### src/rtl/mem_arb_pkg.sv
// Shared types and helpers for the round-robin arbitrated RAM.
// rr_pick finds the first requester at or above ptr, wrapping within num_ch channels.
package mem_arb_pkg;

  localparam int MAX_CH    = 8;
  localparam int MAX_PTR_W = 3;

  typedef enum logic {OP_RD, OP_WR} mem_op_e;

  function automatic logic [MAX_CH-1:0] rr_pick(input logic [MAX_CH-1:0]    req,
                                                input logic [MAX_PTR_W-1:0] ptr,
                                                input int                   num_ch);
    logic [MAX_CH-1:0]    grant;
    logic                 found;
    int                   sum;
    logic [MAX_PTR_W-1:0] idx;
    grant = '0;
    found = 1'b0;
    for (int i = 0; i < MAX_CH; i++) begin
      sum = int'(ptr) + i;
      if (sum >= num_ch) sum = sum - num_ch;
      idx = sum[MAX_PTR_W-1:0];
      if ((i < num_ch) && !found && req[idx]) begin
        grant[idx] = 1'b1;
        found      = 1'b1;
      end
    end
    return grant;
  endfunction

endpackage

### src/rtl/rr_arbiter.sv
// Round-robin arbiter: one-hot grant for the first requester from i_ptr upward,
// and the pointer value that follows that grant.
module rr_arbiter
  import mem_arb_pkg::*;
#(
  parameter  int NUM_CH = 2,
  localparam int PTR_W  = (NUM_CH > 1) ? $clog2(NUM_CH) : 1
) (
  input  logic [NUM_CH-1:0] i_req,
  input  logic [PTR_W-1:0]  i_ptr,
  output logic [NUM_CH-1:0] o_grant,
  output logic [PTR_W-1:0]  o_next_ptr,
  output logic              o_any
);

  logic [MAX_CH-1:0] w_pick;
  logic              w_unused_pick;

  assign w_pick        = rr_pick(MAX_CH'(i_req), MAX_PTR_W'(i_ptr), NUM_CH);
  assign w_unused_pick = ^w_pick;
  assign o_grant       = w_pick[NUM_CH-1:0];
  assign o_any         = |o_grant;

  always_comb begin
    o_next_ptr = i_ptr;
    for (int c = 0; c < NUM_CH; c++) begin
      if (o_grant[c]) o_next_ptr = (c == NUM_CH - 1) ? '0 : PTR_W'(c + 1);
    end
  end

endmodule

### src/rtl/mem_arb_ram.sv
// Single-port synchronous RAM shared by NUM_CH requesters through a round-robin
// arbiter; reads return on a per-channel strobe after RD_LAT cycles.
module mem_arb_ram
  import mem_arb_pkg::*;
#(
  parameter int DATA_W = 8,
  parameter int ADDR_W = 8,
  parameter int NUM_CH = 2,
  parameter int RD_LAT = 1
) (
  input  logic                     clock,
  input  logic                     reset_n,
  input  logic                     chip_en,
  input  logic [NUM_CH-1:0]        req_valid,
  input  logic [NUM_CH-1:0]        req_write,
  input  logic [NUM_CH*ADDR_W-1:0] req_addr,
  input  logic [NUM_CH*DATA_W-1:0] req_wdata,
  output logic [NUM_CH-1:0]        req_ready,
  output logic [NUM_CH-1:0]        rsp_valid,
  output logic [DATA_W-1:0]        rsp_rdata
);

  localparam int CH_W  = (NUM_CH > 1) ? $clog2(NUM_CH) : 1;
  localparam int DEPTH = 1 << ADDR_W;
  localparam logic [NUM_CH-1:0] ONE_CH = NUM_CH'(1);

  logic [CH_W-1:0]   r_rr_ptr;
  logic [CH_W-1:0]   w_next_ptr;
  logic [NUM_CH-1:0] w_req;
  logic [NUM_CH-1:0] w_grant;
  logic              w_fire;
  logic [CH_W-1:0]   w_ch;
  logic [ADDR_W-1:0] w_addr;
  logic [DATA_W-1:0] w_wdata;
  mem_op_e           w_op;
  logic              w_rd_fire;
  logic              w_wr_fire;
  logic [DATA_W-1:0] r_mem [DEPTH];

  assign w_req = req_valid & {NUM_CH{chip_en}};

  rr_arbiter #(.NUM_CH(NUM_CH)) u_arb (
    .i_req      (w_req),
    .i_ptr      (r_rr_ptr),
    .o_grant    (w_grant),
    .o_next_ptr (w_next_ptr),
    .o_any      (w_fire)
  );

  assign req_ready = w_grant;

  always_ff @(posedge clock or negedge reset_n) begin
    if (!reset_n)    r_rr_ptr <= '0;
    else if (w_fire) r_rr_ptr <= w_next_ptr;
  end

  always_comb begin
    w_ch    = '0;
    w_addr  = '0;
    w_wdata = '0;
    w_op    = OP_RD;
    for (int c = 0; c < NUM_CH; c++) begin
      if (w_grant[c]) begin
        w_ch    = CH_W'(c);
        w_addr  = req_addr[c*ADDR_W +: ADDR_W];
        w_wdata = req_wdata[c*DATA_W +: DATA_W];
        w_op    = req_write[c] ? OP_WR : OP_RD;
      end
    end
  end

  assign w_rd_fire = w_fire & (w_op == OP_RD);
  assign w_wr_fire = w_fire & (w_op == OP_WR);

  // Storage is deliberately left out of reset so it maps onto plain RAM cells.
  always_ff @(posedge clock) begin
    if (w_wr_fire) r_mem[w_addr] <= w_wdata;
  end

  if (RD_LAT == 1) begin : g_lat1
    always_ff @(posedge clock or negedge reset_n) begin
      if (!reset_n) begin
        rsp_valid <= '0;
        rsp_rdata <= '0;
      end else begin
        rsp_valid <= w_rd_fire ? (ONE_CH << w_ch) : '0;
        if (w_rd_fire) rsp_rdata <= r_mem[w_addr];
      end
    end
  end else if (RD_LAT == 2) begin : g_lat2
    logic              r_s1_valid;
    logic [CH_W-1:0]   r_s1_ch;
    logic [DATA_W-1:0] r_s1_data;

    always_ff @(posedge clock) begin
      if (w_rd_fire) r_s1_data <= r_mem[w_addr];
    end

    // Only the valid/channel tag is reset, so a read in flight at reset is dropped.
    always_ff @(posedge clock or negedge reset_n) begin
      if (!reset_n) begin
        r_s1_valid <= 1'b0;
        r_s1_ch    <= '0;
        rsp_valid  <= '0;
        rsp_rdata  <= '0;
      end else begin
        r_s1_valid <= w_rd_fire;
        if (w_rd_fire) r_s1_ch <= w_ch;
        rsp_valid <= r_s1_valid ? (ONE_CH << r_s1_ch) : '0;
        if (r_s1_valid) rsp_rdata <= r_s1_data;
      end
    end
  end else begin : g_bad_lat
    $error("mem_arb_ram: RD_LAT must be 1 or 2, got %0d", RD_LAT);
  end

endmodule
### config.mk
export PLATFORM = sky130hd
export DESIGN_NAME = mem_arb_ram
export DESIGN_NICKNAME = d
export VERILOG_FILES = /design/src/rtl/mem_arb_pkg.sv /design/src/rtl/rr_arbiter.sv /design/src/rtl/mem_arb_ram.sv
export SDC_FILE = /design/constraint.sdc
export NUM_CORES = 2
export LEC_CHECK = 0
export CORE_MARGIN = 2
export CORE_UTILIZATION = 50
export CTS_CLUSTER_DIAMETER = 200
export DETAILED_ROUTE_END_ITERATION = 12
export PLACE_DENSITY = 0.65
export SKIP_LAST_GASP = 1
export SLEW_MARGIN = 10
export SYNTH_ARGS = -nofsm -noshare
export SYNTH_HDL_FRONTEND = slang
export SYNTH_SLANG_ARGS = --single-unit
### constraint.sdc
create_clock -name clock -period 9 [get_ports clock]
set_clock_uncertainty 0.1 [all_clocks]
set_input_delay 1.8 -clock clock [delete_from_list [all_inputs] [get_ports clock]]
set_output_delay 1.8 -clock clock [all_outputs]
set_load 0.02 [all_outputs]
==> results.sh <==
export IMPL_sw_frac_of_total_pct=23.2
export IMPL_viasPerCell=6.70
export IMPL_combinational_power_share_pct=7.5
export IMPL_number_of_port_buffers=50
export IMPL_detailedRoute_firstPassIterationCount=8
export IMPL_area_growth_pct=12.2
export IMPL_setup_ws_ns=1.46
export IMPL_synthCells=5240
export IMPL_final_hold_worst_slack_ns=0.438
export IMPL_power_static_leakage_nw=31.5
export IMPL_final_period_demand_of_the_worst_path_ns=7.54
export IMPL_p_clk_share_pct=40.6
export IMPL_synth_top_cells_by_area="edfxtp_1 (76%), mux2i_1 (4.9%), nand2_1 (3.0%), a21oi_1 (1.8%), mux4_2 (1.7%)"
export IMPL_timing_max_cap_violations=2
export IMPL_ys_async_rst_share_pct=0.534
export IMPL_design_final_nets=5336
export IMPL_dp_hpwl_um=155000
export IMPL_post_synth_top_count_cell="edfxtp_1"
export IMPL_drc_violations_left=0
export IMPL_antenna_found_initial=20
export IMPL_netlist_area_um2=81300
export IMPL_postSynth_topFlopCell="edfxtp_1"
export IMPL_via_count_of_the_first_global_routing_pass=48200
export IMPL_clock_insertion_delay_worst_skew_ns=0.84
export IMPL_worst_path_max_delay_cell="a211oi_1"
export IMPL_finalHoldViolations=0
export IMPL_maxClockFrequency_ghz=0.133
export IMPL_die_area_um2=166000
export IMPL_synthAdderAreaFrac_pct=0
export IMPL_synth_area_in_compound_gates_pct=7.75
export IMPL_floorplan_io_pins=51
export IMPL_p_total_mw=20.6
export IMPL_period_share_pct=83.8
export IMPL_power_switching_mw=4.77
export IMPL_start_util_pct=50.5
export IMPL_floorplan_die_height_um=407
export IMPL_ctsLongestPathBuffers=3
export IMPL_storage_cell_area_um2=61800
export IMPL_placement_setup_worst_slack_ns=1.16
export IMPL_synth_top_family_by_area="compound AO/OA/AOI/OAI gates"
export IMPL_irDropWorstVdd_uv=184
export IMPL_clock_tree_htree_level_count=4
export IMPL_globalplace_congestion=0.938
export IMPL_p_int_mw=15.8
export IMPL_postRouteAntennaNets=0
export IMPL_synth_largest_area_cell="edfxtp_1"
export IMPL_yosysWarnings=0
export IMPL_synth_simple_gate_area_share_pct=7.14
export IMPL_post_synth_mux_area_share_pct=7.01
export IMPL_grt_pass1_wl_um=366000
export IMPL_synth_enable_flop_cells=2048
export IMPL_cts_buffers_inserted=201
export IMPL_crit_type="in2reg"
export IMPL_tritoncts="built"
export IMPL_violations="max-capacitance violations, max-slew violations"
export IMPL_hold_path_class="reg2reg"
export IMPL_postCtsResizedCells=0
export IMPL_cts_repair_timing_setup_buffer_count=0
export IMPL_drv_slew=3
export IMPL_finalSetupViolCount=0
export IMPL_route_final_wire_length_um=261000
export IMPL_floorplan_rows=147
export IMPL_floorplan_die_width_um=407
export IMPL_grt_max_degree=213
export IMPL_filler_cell_count=12300
export IMPL_synth_top_cells_by_count="edfxtp_1 (2048), nand2_1 (657), mux2i_1 (397)"
export IMPL_synth_area_per_cell_um2=15.5
export IMPL_max_slew_margin_pct=-2.81
export IMPL_clk_pin_slew_ns=0.06
export IMPL_multiInputGateArea_um2=18100
export IMPL_clock_sinks=2059
export IMPL_unrepaired_setup_endpoints_after_global_routing="no"
export IMPL_worst_ep_arrival_time_ns=8.09
export IMPL_seq_power_share_pct=51.9
export IMPL_drt_first_iter_violations=8972
export IMPL_critPathCaptureType="flip-flop"
export IMPL_yosysSeqAreaShare_pct=76.0
export IMPL_global_route_overflow_total=0
export IMPL_netlist_cell_type_count=67
export IMPL_clock_root_buffer="clkbuf_16"
export IMPL_post_synth_xor_area_fraction_pct=0
export IMPL_share_of_final_layout_standard_cells_stronger_than_drive_strength_1_pct=10.8
export IMPL_worst_endpoint_required_ns=9.55
export IMPL_fin_util_pct=56.6
export IMPL_post_syn_nets=5279
export IMPL_tot_gr_track_use_pct=31.0
export IMPL_cp_common_cell="buf_4"
export IMPL_synth_largest_type_area_fraction_pct=75.7
export IMPL_postSynthRegisterBits=2059
export IMPL_critical_path_cell_by_cell="clkdlybuf4s50_1 -> a21boi_2 -> a32o_4 -> nand2_8 -> buf_4 -> buf_4 -> mux2i_1 -> o22ai_1 -> nor4_1 -> o2111ai_1 -> a211oi_1 -> a31oi_1"
export IMPL_drt_wirelength_per_cell_um=34.3
export IMPL_critical_path_max_stage_delay_ns=1.29
export IMPL_worstMarginPinSlew_ns=1.53
export IMPL_run_status="complete, but fails checks"
export IMPL_routed_via_count=51100
export IMPL_powerDensity_nw_per_um2=226
export IMPL_cp_max_fo=75
export IMPL_fin_tns_setup_ns=0
export IMPL_cts_hold_buffers=0
export IMPL_critical_path_startpoint_type="input port"
export IMPL_floorplan_core_area_um2=161000
==> cell families (layout without fill, tap and decap cells) <==
group / count (synthesis) / after routing
AOI/OAI and AO/OA: 979 / 979
muxes: 488 / 488
buffers and inverters: 364 / 582
and+or+nand+nor: 1350 / 1350
other: 0 / 10
DFF: 2059 / 2059
==> layer usage <==
metal	GRT usage, %	share of wire (%)	vias up
li1	-	-	20600
met1	42.4	37	25700
met2	45.0	44	4043
met3	9.19	14	696
met4	16.0	5.6	14
met5	0	0.049	-
==> critical path, delay by kind of cell <==
family,cells,cell delay (ns)
AO/OA/AOI/OAI,6,3.39
buffers and inverters,3,1.49
AND/OR/NAND/NOR,2,1.02
multiplexers,1,0.25
==> registers in the layout, indices dropped and copies added, names as in the netlist <==
name / flops
r_rr_ptr: 1
r_mem: 2048
rsp_valid: 2
rsp_rdata: 8
==> layout by cell type, fill, tap and decap left out, types with 7 or more instances in the layout <==
cell,instances
and3_1,61
clkinv_1,45
a221oi_1,25
o21ai_0,120
a21o_1,7
buf_12,28
a31oi_1,44
a32oi_1,25
o22ai_1,191
mux4_2,62
nand3_1,159
diode_2,10
clkdlybuf4s50_1,49
nand2_1,640
nor2_1,308
o22a_1,7
a211oi_1,83
dfrtp_1,11
clkbuf_1,47
a21oi_1,295
mux2_2,29
clkbuf_16,204
or4_1,11
a22oi_1,43
a311oi_1,21
edfxtp_1,2048
mux2i_1,397
a2111o_1,15
o211ai_1,7
nor4_1,58
nand2_2,16
a2111oi_0,7
nor3_1,29
buf_4,136
a22o_4,8
nand4_1,29
clkinv_2,33
bufinv_16,22
o2111ai_1,9
==> per-stage QoR <==
step	cell area, um^2	cells
6_report	91100	7628
5_1_grt	91100	7618
4_1_cts	91100	7618
2_1_floorplan	81300	5240
3_5_place_dp	84700	7254
3_3_place_gp	84700	7252
==> path summary, 6_finish.rpt <==
| kind | startpoint | depth (start not counted) | end | slack, ns |
|---|---|---|---|---|
| hold reg to reg | r_rr_ptr | 1 | r_rr_ptr | 0.44 |
| max in group asynchronous | reset_n | 1 | rsp_rdata[2] | 6.67 |
| setup reg to reg | r_rr_ptr | 11 | rsp_rdata[6] | 2.62 |
| hold / removal | r_rr_ptr | 1 | r_rr_ptr | 0.44 |
| setup / recovery | req_valid[1] | 12 | rsp_rdata[6] | 1.46 |
| min in group asynchronous | reset_n | 1 | r_rr_ptr | 1.44 |
==> layout make-up <==
cell class	instances	share of cell area [%]
diodes	10	0.0275
clock buffers	251	5.80
clock inverters	113	1.25
inverters	3	0.0137
multi-input cells	2817	19.9
flip-flops and latches	2059	67.8
well taps	2160	2.97
repair buffers	215	2.29
==> power groups by stage <==
stage          Combinational [mW]  Clock, mW  Sequential (mW)
2_1_floorplan               0.758          0             10.9
3_3_place_gp                 1.47          0             10.9
3_5_place_dp                 1.48          0             10.9
4_1_cts                      1.49       8.36             10.7
5_1_grt                      1.57       8.73             10.7
6_report                     1.55       8.35             10.7
Note: power is estimated with default switching activity, not from simulation.
